`src/rtl/alu_rf_sequencer.sv`:
```
// Sequencer for the ALU + register-file datapath: one command per handshake, 3-cycle issue/exec/write schedule.
// Optional SEQ_STATS_EN adds saturating stat_ops / stat_errs counters.
module alu_rf_sequencer #(
    parameter int REP_W       = 4,
    parameter bit ZERO_REG_RO = 1'b1
) (
    input  logic             clock,
    input  logic             reset_n,
    input  logic             cmd_valid,
    output logic             cmd_ready,
    input  logic [4:0]       cmd_rs,
    input  logic [4:0]       cmd_rt,
    input  logic [4:0]       cmd_rd,
    input  logic [3:0]       cmd_ctrl,
    input  logic [REP_W-1:0] cmd_rep,
    output logic [4:0]       read_addr_s,
    output logic [4:0]       read_addr_t,
    output logic [4:0]       write_addr,
    output logic [3:0]       control,
    output logic             write_enabled,
    input  logic             alu_zero,
    input  logic             alu_cout,
    input  logic             alu_overflow,
    input  logic             alu_invalid,
    output logic             rsp_valid,
    output logic             rsp_zero,
    output logic             rsp_cout,
    output logic [1:0]       rsp_err,
`ifdef SEQ_STATS_EN
    output logic [31:0]      stat_ops,
    output logic [15:0]      stat_errs,
`endif
    output logic             busy
);

    typedef enum logic [2:0] {IDLE, ISSUE, EXEC, WRITE, RESP} state_t;

    state_t           state_reg, state_next;
    logic             ready_reg;
    logic [4:0]       addr_s_reg, addr_t_reg, waddr_reg;
    logic [3:0]       control_reg;
    logic [REP_W-1:0] iter_reg;
    logic             zero_q, cout_q;
    logic [1:0]       err_q;
    logic             rsp_zero_reg, rsp_cout_reg;
    logic [1:0]       rsp_err_reg;
    logic             accept;

    assign accept      = cmd_valid && ready_reg && (state_reg == IDLE);
    assign cmd_ready   = ready_reg;
    assign read_addr_s = addr_s_reg;
    assign read_addr_t = addr_t_reg;
    assign write_addr  = waddr_reg;
    assign control     = control_reg;
    assign rsp_zero    = rsp_zero_reg;
    assign rsp_cout    = rsp_cout_reg;
    assign rsp_err     = rsp_err_reg;

    always_comb begin
        state_next    = state_reg;
        write_enabled = 1'b0;
        rsp_valid     = 1'b0;
        busy          = (state_reg != IDLE);
        case (state_reg)
            IDLE:  if (accept) state_next = ISSUE;
            ISSUE: state_next = EXEC;
            EXEC:  state_next = WRITE;
            WRITE: begin
                // err_q was captured from this iteration's flags at the end of EXEC
                write_enabled = (err_q == 2'b00) && !(ZERO_REG_RO && (waddr_reg == 5'd0));
                if ((err_q != 2'b00) || (iter_reg == '0))
                    state_next = RESP;
                else
                    state_next = ISSUE;
            end
            RESP: begin
                rsp_valid  = 1'b1;
                state_next = IDLE;
            end
            default: state_next = IDLE;
        endcase
    end

    always_ff @(posedge clock or negedge reset_n) begin
        if (!reset_n) begin
            state_reg    <= IDLE;
            ready_reg    <= 1'b0;
            addr_s_reg   <= '0;
            addr_t_reg   <= '0;
            waddr_reg    <= '0;
            control_reg  <= '0;
            iter_reg     <= '0;
            zero_q       <= 1'b0;
            cout_q       <= 1'b0;
            err_q        <= '0;
            rsp_zero_reg <= 1'b0;
            rsp_cout_reg <= 1'b0;
            rsp_err_reg  <= '0;
        end else begin
            state_reg <= state_next;
            ready_reg <= (state_next == IDLE);
            if (accept) begin
                addr_s_reg  <= cmd_rs;
                addr_t_reg  <= cmd_rt;
                waddr_reg   <= cmd_rd;
                control_reg <= cmd_ctrl;
                iter_reg    <= cmd_rep;
                err_q       <= '0;
            end
            if (state_reg == EXEC) begin
                zero_q <= alu_zero;
                cout_q <= alu_cout;
                err_q  <= {alu_invalid, alu_overflow};
            end
            if (state_reg == WRITE) begin
                if (state_next == ISSUE) begin
                    // later iterations accumulate into the destination
                    iter_reg   <= iter_reg - REP_W'(1);
                    addr_s_reg <= waddr_reg;
                end else begin
                    rsp_zero_reg <= zero_q;
                    rsp_cout_reg <= cout_q;
                    rsp_err_reg  <= err_q;
                end
            end
        end
    end

`ifdef SEQ_STATS_EN
    always_ff @(posedge clock or negedge reset_n) begin
        if (!reset_n) begin
            stat_ops  <= '0;
            stat_errs <= '0;
        end else begin
            if (write_enabled && (stat_ops != '1))
                stat_ops <= stat_ops + 32'd1;
            if (rsp_valid && (rsp_err_reg != 2'b00) && (stat_errs != '1))
                stat_errs <= stat_errs + 16'd1;
        end
    end
`endif

endmodule
```
`config.mk`:
```
export PLATFORM = sky130hd
export DESIGN_NAME = alu_rf_sequencer
export DESIGN_NICKNAME = d
export VERILOG_FILES = /design/src/rtl/alu_rf_sequencer.sv
export SDC_FILE = /design/constraint.sdc
export NUM_CORES = 1
export LEC_CHECK = 0
export CORE_ASPECT_RATIO = 1.25
export CORE_MARGIN = 10
export CORE_UTILIZATION = 43
export CTS_BUF_LIST = sky130_fd_sc_hd__clkbuf_8 sky130_fd_sc_hd__clkbuf_16
export CTS_CLUSTER_DIAMETER = 40
export DETAILED_ROUTE_END_ITERATION = 10
export HOLD_SLACK_MARGIN = 0.1
export PLACE_DENSITY = 0.78
export SETUP_SLACK_MARGIN = 0.1
export SYNTH_ARGS = -nofsm -noshare
export SYNTH_HDL_FRONTEND = slang
export SYNTH_SLANG_ARGS = --single-unit
```
`constraint.sdc`:
```
create_clock -name clock -period 1.87 [get_ports clock]
set_input_delay 0.374 -clock clock [delete_from_list [all_inputs] [get_ports clock]]
set_output_delay 0.374 -clock clock [all_outputs]
set_load 0.05 [all_outputs]
```
# Word-level counts from Yosys, hierarchy flattened
# Index checks and enable logic that the tools add are counted.
# classes
n_reduce_logical	14
n_eq_ne	5
n_mux	13
n_bitwise	1
add_sub_neg	1
# ops
cell	n
$mux W5	3
$mux W4	3
$pmux W3 S4	1
$eq A3 B1 Y1 const B	2
$eq A3 B2 Y1 const B	2
$logic_not A3 Y1	2
$mux W3	2
$logic_not A5 Y1	1
$logic_not A4 Y1	1
$mux W2	2
$reduce_bool A2 Y1	2
$sub A4 B1 Y4 const B	1
$eq A3 B3 Y1 const B	1
$logic_and A1 B1 Y1	3
$reduce_bool A3 Y1	1
$logic_not A2 Y1	1
$mux W1	2
$reduce_and A2 Y1	1
$logic_not A1 Y1	1
$logic_or A1 B1 Y1	1
$not A1 Y1	1
# word_totals
input_bits	30
ff_bits	35

# Depth between registers and ports, before layout
# Gate-level depths: netlist (run 1).
# depth
ltp_word	7
depth_mapped	7
mapped_depth_nobuf	6

# Least setup slack after synthesis (run 1)
# Ideal clock, no wire load.
# synth_path
path_kind	register to output
startpoint	reg state_reg[2]
endpoint	out write_enabled
t_required_ns	1.496
slack_ns	-0.293
t_arrival_ns	1.789
stages_incl_launch_ff	4
cell_sequence	dfrtp_1 nand3b_1 or3_1 a21oi_1
# synth_via
elab_chain_cells	2
# synth_lines
element	line	rtl
start, declared	38	state_t state_reg, state_next;
start signal, assigned	100	state_reg <= state_next;
$eq A3 B2 Y1	64	case (state_reg)
$mux W1	64	
end, declared	20	output logic write_enabled,
# Every way passes these cells.

# Final worst setup path (run 1)
# Same ends and word-level chain as after synthesis.

==> results of run 1 <==
routing by layer:
metal  track usage (%)  wire length [um]
met4              5.43                47
met5                 0                 0
met1              14.1              1530
met3              5.15               350
met2              22.1              2200
critical path, stage by stage, from the launching register on:
cell      delay [ps]
dfrtp_1          370
nand3b_1         180
or3_4            370
a21oi_4          150
buf_12           150
cell usage in the layout, fill, tap and decap left out, types with 2 or more instances in the layout:
cell type and n:
nand2_1 53, a211oi_1 2, o21ai_0 8, clkdlybuf4s50_1 29, buf_4 37, buf_12 3, clkbuf_8 6, mux2i_1 7
o22ai_1 2, dfrtp_2 2, inv_1 4, mux2_2 6, dfrtp_1 33, nor3_1 5, nor2_1 5
logic make-up after synthesis:
group	after synthesis
compound gates	17
flops	35
fa+ha+maj	1
mux	13
xor+xnor	1
simple gates	73
buf+inv	10
final timing paths:
check / start / end / cells after the start
min: control[2] / control[2] / 2
min reg2reg: control[2] / control[2] / 2
max in group asynchronous: reset_n / state_reg[1] / 2
max: state_reg[2] / write_enabled / 4
min in group asynchronous: reset_n / read_addr_t[0] / 2
max reg2reg: iter_reg[0] / rsp_err[0] / 7
area by class of cell:
cell class                      instances  share of cell area [%]
Sequential cell                        35                    38.1
Timing Repair Buffer                   69                    27.2
Clock inverter                          2                    1.52
Clock buffer                            6                    3.58
Tap cell                               39                    2.12
Inverter                                4                   0.651
Multi-Input combinational cell        105                    26.8
report_power, final:
group | switching (mW) | leakage, nW | internal, mW
clock | 0.270 | 0.0612 | 0.431
sequential | 0.303 | 0.430 | 1.12
combinational | 1.59 | 0.594 | 0.910
through the flow:
step | power [mW] | utilization, %
after floorplan | 3.04 | -
after global placement | 3.78 | 61.7
after detailed placement | 3.87 | 61.7
after CTS | 4.61 | 65.8
after global routing | 4.90 | 66.8
final | 4.63 | 66.8
repair_timing:
action,in CTS,in global routing
setup buffers,2,3
resized for setup,4,2
setup endpoints to repair,5,12
pin swaps,1,1
==> impl_metrics.toml, run 1 <==
[logic_synthesis]
synth_most_common_cell = "nand2_1"
synthTopCellsByArea = "dfrtp_1 (57%), nand2_1 (13%), mux2i_1 (4.6%)"
syn-num-nets = 181
syn_avg_cell_area_um2 = 10.2
synth_common_cells = "nand2_1 (53), dfrtp_1 (35), o21ai_0 (8)"
synthSimpleGateAreaFrac_pct = 21.5
synth_edf_count = 0
muxShareOfSynthArea_pct = 8.98
ys_ff_latch = 35
synth_top_family_by_area = "simple AND/OR/NAND/NOR gates"
netlist.area_leader.share_pct = 57.1
synth-xor-area-share_pct = 0.571
synth-compound-area-share_pct = 6.53
yosysUniqueCellTypes = 29
ys.flop_type = "dfrtp_1"
yosys.area_share.adder_pct = 0.816
synthArstFlopShare_pct = 100
netlist_area_um2 = 1530
post-synth-top-area-cell = "dfrtp_1"
seq_area_frac_synth_pct = 57.1
ys.warnings.count = 0
syn_inst = 150

[sta]
rsz0062_at_grt = "true"
setup_viol = 0
post-route-min-period_ps = 1870
hold_viol = 0
tns_ps = 0
period_share_pct = 100
tightest_slew_ps = 461
fin_skew_ps = 3.93
timing.fmax_mhz = 535
whs_ps = 483
relSlewSlack_pct = 69.3
fin_ws_ps = 0.269
slew_violations = 0

[global_route]
overflow = 0
gr-usage-all-layers_pct = 13.1
grt_pass1_vias = 1410
antenna_found_initial = 0
grt_pass1_wl_mm = 6.68
grt_max_degree = 36

[clocking]
cts_buffer_depth = 2
cts_buffers = 5
cts_sinks = 35
clk_latency_ps = 280
clk_pin_slew_ps = 70
cts_tree = "yes"
cts_hold_buf = 0
root_buffer = "clkbuf_8"
htreeDepth = 2

[final_layout]
layout.nets = 251
final_cell_area_um2 = 2310
stdcell_count = 260
diodes = 0
fill_cells = 274
multiInputGateArea_um2 = 618
drive_above_1_share_pct = 28.5
area_delta_synth_final_pct = 50.4
register_area_um2 = 878

[critical_path]
rrSetupSlack_ps = 160
required_ps = 1500
worstSetupEndpointType = "output pin"
crit_type = "flip-flop to output pin"
path_max_fanout = 3
cp-start-kind = "flip-flop"
cp.arrival_ps = 1500

[die]
core_area_um2 = 3450
start_util_pct = 44.4
io_pins = 57
die_y_um = 86.8
rows = 24
die_area_um2 = 6370
die_x_um = 73.4

[outcome]
status = "finished clean"

[placement]
dp.cells = 247
place_ws_ps = -41.3
hpwl_mm = 3.10
io_buffers = 56
placed_area_um2 = 2130
place_congestion = 0.812

[power]
powerDensity_nw_per_um2 = 2010
p_leak_nw = 1.08
irDropWorstVdd_mv = 1.26

[detailed_routing]
drtIter0Drc = 83
drt-total-wl_mm = 4.13
dr.pass1.iters = 4
wl_per_cell_um = 15.9
ant_nets = 0
drc_errors = 0
vias = 1307
viasPerCell = 5.03

[min_path]
hold_class = "flip-flop to flip-flop"

[flow_run]
maxCapViolCount = 0
Note: power is estimated with default switching activity, not from simulation.
==> run 2, diff against run 1 <==
Settings changed: PLACE_DENSITY 0.78 to default, PLACE_DENSITY_LB_ADDON from default to 0.08.
==> run 2 against run 1 <==
- final cell count shrank 1.9%
- core utilization shrank 1.1 points
- largest power group unchanged
- register-to-register slack is essentially flat
- the flow now finishes with violations (setup timing)
- global-route usage shrank 0.73 points
- critical path depth is the same
- combinational power is essentially flat
==> impl_metrics.toml, run 2 (same netlist as run 1, synthesis figures left out) <==
[min_path]
hold_class = "flip-flop to flip-flop"
worstHoldPathCells = 2

[global_route]
grt_max_degree = 36
grtUsageMet2_pct = 21.4
grt_pass1_vias = 1431
grt.met1_usage_pct = 12.6
grt_pass1_wl_mm = 6.35
grt.busiest_layer = "met2"
gr-usage-met3_pct = 5.15
gr-usage-all-layers_pct = 12.4
overflow = 0
antenna_found_initial = 0

[critical_path]
cpPeakStageDelay_ps = 380
crit_chain = "nand3b_1 -> or3_4 -> a21oi_4 -> buf_12"
slowest_stage = "dfrtp_1"
cp-start-kind = "flip-flop"
cp.depth = 4
worstSetupEndpointType = "output pin"
cp.arrival_ps = 1510
cp_num_buf_inv = 1
path_max_fanout = 3
required_ps = 1500
crit_type = "flip-flop to output pin"
path_delay_family = "simple AND/OR/NAND/NOR gates"
reg2regPathDepth = 6

[clocking]
htreeDepth = 2
cts_sinks = 35
root_buffer = "clkbuf_8"
cts_tree = "yes"
clk_pin_slew_ps = 60
cts_buffers = 5
clk_latency_ps = 280
cts_hold_buf = 0
cts_buffer_depth = 2

[die]
rows = 24
die_y_um = 86.8
die_x_um = 73.4
core_area_um2 = 3450
die_area_um2 = 6370
start_util_pct = 44.4
io_pins = 57

[final_layout]
area_delta_synth_final_pct = 48.1
final_common_cell = "nand2_1"
diodes = 0
layout.nets = 246
final_cell_mix = "nand2_1 (53), dfrtp_1 (34), buf_4 (32)"
final_util_pct = 65.7
drive_above_1_share_pct = 27.3
stdcell_count = 255

[detailed_routing]
wl_per_cell_um = 15.5
drt-total-wl_mm = 3.95
drc_errors = 0
viasPerCell = 4.97
dr.pass1.iters = 4
drtIter0Drc = 54
ant_nets = 0
vias = 1268

[sta]
setup_viol = 1
relSlewSlack_pct = 71.4
tns_ps = -9.21
rsz0062_at_grt = "true"
slew_violations = 0
timing.fmax_mhz = 532
tightest_slew_ps = 429
period_share_pct = 100
hold_viol = 0
fin_skew_ps = 5.59
whs_ps = 477
fin_ws_ps = -9.21
post-route-min-period_ps = 1880

[placement]
place_congestion = 0.753
hpwl_mm = 2.93
dp.cells = 246
io_buffers = 56

[flow_run]
maxCapViolCount = 0

[power]
irDropWorstVdd_mv = 1.22
total_power_mw = 4.50
powerDensity_nw_per_um2 = 1980
p_leak_nw = 1.06

[outcome]
status = "finished, violations left"
failed_checks = "setup timing"
## run 2: power by group
group / leakage [nW] / switching [mW] / internal [mW] / total, mW
clock: 0.0557 / 0.249 / 0.330 / 0.579
combinational: 0.574 / 1.60 / 0.905 / 2.50
sequential: 0.431 / 0.298 / 1.12 / 1.42
## run 2: metal layers
layer / share of wire, % / wire, um
met1: 39 / 1530
met4: 1.6 / 63
met5: 0 / 0
met2: 51 / 2030
met3: 8.4 / 330
## run 2: worst register-to-register path, delay by kind of cell (launching register included)
| kind | cells | cell delay (ps) |
|---|---|---|
| simple gates | 3 | 580 |
| flops | 1 | 410 |
| mux | 1 | 350 |
| fa+ha+maj | 1 | 190 |
| buf+inv | 1 | 70 |
## run 2: timing repair
action                                  CTS  global route
pin swaps                                 1             1
setup buffers                             1             0
endpoints found under the setup margin    5            17
resized for setup                         3             8
## run 2: cell type report
cell class,instances,area (um2)
Inverter,4,15.0
Multi-Input combinational cell,105,638
Timing Repair Buffer,64,591
Clock buffer,7,96.3
Tap cell,39,48.8
Clock inverter,1,3.75
Fill cell,309,1180
Sequential cell,35,877
## run 2: worst paths after layout
path	slack, ps	end	from
setup / recovery	-9	write_enabled	state_reg[2]
hold / removal	480	control[3]	control[3]
setup reg to reg	160	rsp_zero	iter_reg[1]
hold reg to reg	480	control[3]	control[3]
max in group asynchronous	1040	state_reg[0]	reset_n
min in group asynchronous	500	read_addr_t[0]	reset_n
## run 2: through the flow
| step | cell area (um2) | worst slack [ps] |
|---|---|---|
| floorplan | 1540 | 122 |
| detailed placement | 2120 | 16.5 |
| CTS | 2240 | -9.11 |
| global route | 2270 | -62.6 |
| global placement | 2120 | 97.0 |
| finish | 2270 | -9.21 |
==> run 3, diff against run 2 <==
Settings changed: CORE_MARGIN 10 to 3, CTS_CLUSTER_SIZE from default to 14.
==> run 3 against run 2 <==
- the run now ends clean
- fmax up 0.55%
- sequential share of layout area down 0.32 points
- combinational power down 2%
- register-to-register slack about the same
- count of clock-buffer cells in the layout down 1
- flip-flop and latch count unchanged
- first-iteration DRC count down 26%
- sequential power about the same
- clock skew about the same
- highest routed layer unchanged
==> impl_metrics.toml, run 3 (same netlist as run 1, synthesis figures left out) <==
[die]
rows = 23
core_area_um2 = 3310
io_pins = 57
die_area_um2 = 4320
die_x_um = 59.4
die_y_um = 72.8
start_util_pct = 46.3

[global_route]
grt.busiest_layer = "met2"
grt_pass1_wl_mm = 5.74
grt.met1_usage_pct = 18.9
antenna_found_initial = 0
grt_pass1_vias = 1353
gr-usage-met3_pct = 5.49
gr-usage-all-layers_pct = 17.5
grt_max_degree = 36
overflow = 0
grtUsageMet2_pct = 30.7

[clocking]
clk_pin_slew_ps = 70
cts_sinks = 35
cts_buffers = 5
clk_latency_ps = 280
root_buffer = "clkbuf_8"
cts_tree = "yes"
htreeDepth = 2
cts_buffer_depth = 2

[placement]
place_congestion = 0.757
place_ws_ps = 9.80
io_buffers = 56
placed_area_um2 = 2170
hpwl_mm = 2.62
dp.cells = 246

[sta]
tns_ps = 0
fin_skew_ps = 5.96
whs_ps = 471
hold_viol = 0
timing.fmax_mhz = 535
post-route-min-period_ps = 1870
rsz0062_at_grt = "true"
fin_ws_ps = 1.12
setup_viol = 0
period_share_pct = 99.9
slew_violations = 0
relSlewSlack_pct = 66.9
tightest_slew_ps = 498

[detailed_routing]
drt-total-wl_mm = 3.51
drc_errors = 0
dr.pass1.iters = 4
wl_per_cell_um = 13.7
viasPerCell = 5.05
vias = 1288
drtIter0Drc = 40
ant_nets = 0

[final_layout]
stdcell_count = 255
final_util_pct = 69.1
diodes = 0
area_delta_synth_final_pct = 49.3
layout.nets = 249
final_cell_mix = "nand2_1 (53), dfrtp_1 (34), clkdlybuf4s50_1 (29)"
final_common_cell = "nand2_1"
drive_above_1_share_pct = 21.6
final_cell_area_um2 = 2290

[critical_path]
cp-start-kind = "flip-flop"
reg2regPathDepth = 8
rrSetupSlack_ps = 160
r2r-end = "iter_reg[3]"
rr_startpoint = "iter_reg[1]"
path_max_fanout = 3
worstSetupEndpointType = "output pin"
crit_type = "flip-flop to output pin"
cp.arrival_ps = 1490
startpoint = "state_reg[2]"
crit_end = "write_enabled"
required_ps = 1500

[min_path]
hold_class = "flip-flop to flip-flop"

[flow_run]
maxCapViolCount = 0

[power]
total_power_mw = 4.39
p_leak_nw = 1.08
powerDensity_nw_per_um2 = 1920
irDropWorstVdd_mv = 1.16

[outcome]
status = "finished clean"
## run 3: cell count changes in the layout (fill, tap and decap cells not counted), sizes merged
| cell | delta |
|---|---|
| dlygate4sd2 | +13 |
| buf | -10 |
| clkbuf | -1 |
| clkinv | +1 |
| inv | -1 |
## run 3: power breakdown
part | internal (mW) | total (mW) | switching (mW) | leakage [nW]
registers | 1.12 | 1.40 | 0.279 | 0.431
clock network | 0.288 | 0.531 | 0.243 | 0.0470
logic | 0.879 | 2.46 | 1.58 | 0.603
## run 3: worst min path at each step
stage                     slack (ps)           start             end  depth (start not counted)
after global routing             500      control[0]      control[0]                          2
after floorplan                   80         reset_n       cmd_ready                          0
after detailed placement         470      control[0]      control[0]                          2
after CTS                        480  read_addr_t[2]  read_addr_t[2]                          2
after global placement           460  read_addr_t[4]  read_addr_t[4]                          2
final                            470  read_addr_t[0]  read_addr_t[0]                          2
## run 3: timing repair
action | in CTS | in global routing
setup buffers | 1 | 1
setup endpoints to repair | 18 | 5
gates resized for setup | 17 | 5
pin swaps | 1 | 3
hold buffers | 0 | 0
## run 3: cell type report
class,count,area (um2)
Clock buffer,6,82.6
Inverter,4,15.0
Sequential cell,35,877
Clock inverter,1,5.00
Fill cell,282,1020
Timing Repair Buffer,67,633
Tap cell,37,46.3
Multi-Input combinational cell,105,629
## run 3: layer usage
metal / part of all wire [%] / up-vias
li1: - / 634
met3: 8.0 / 5
met2: 53 / 37
met1: 38 / 612
met5: 0 / -
met4: 1.6 / 0
## run 3: critical path, cell delays in order, from the launching register on
cell      delay [ps]
dfrtp_1          370
nand3b_1         170
or3_4            370
a21oi_4          150
buf_12           150
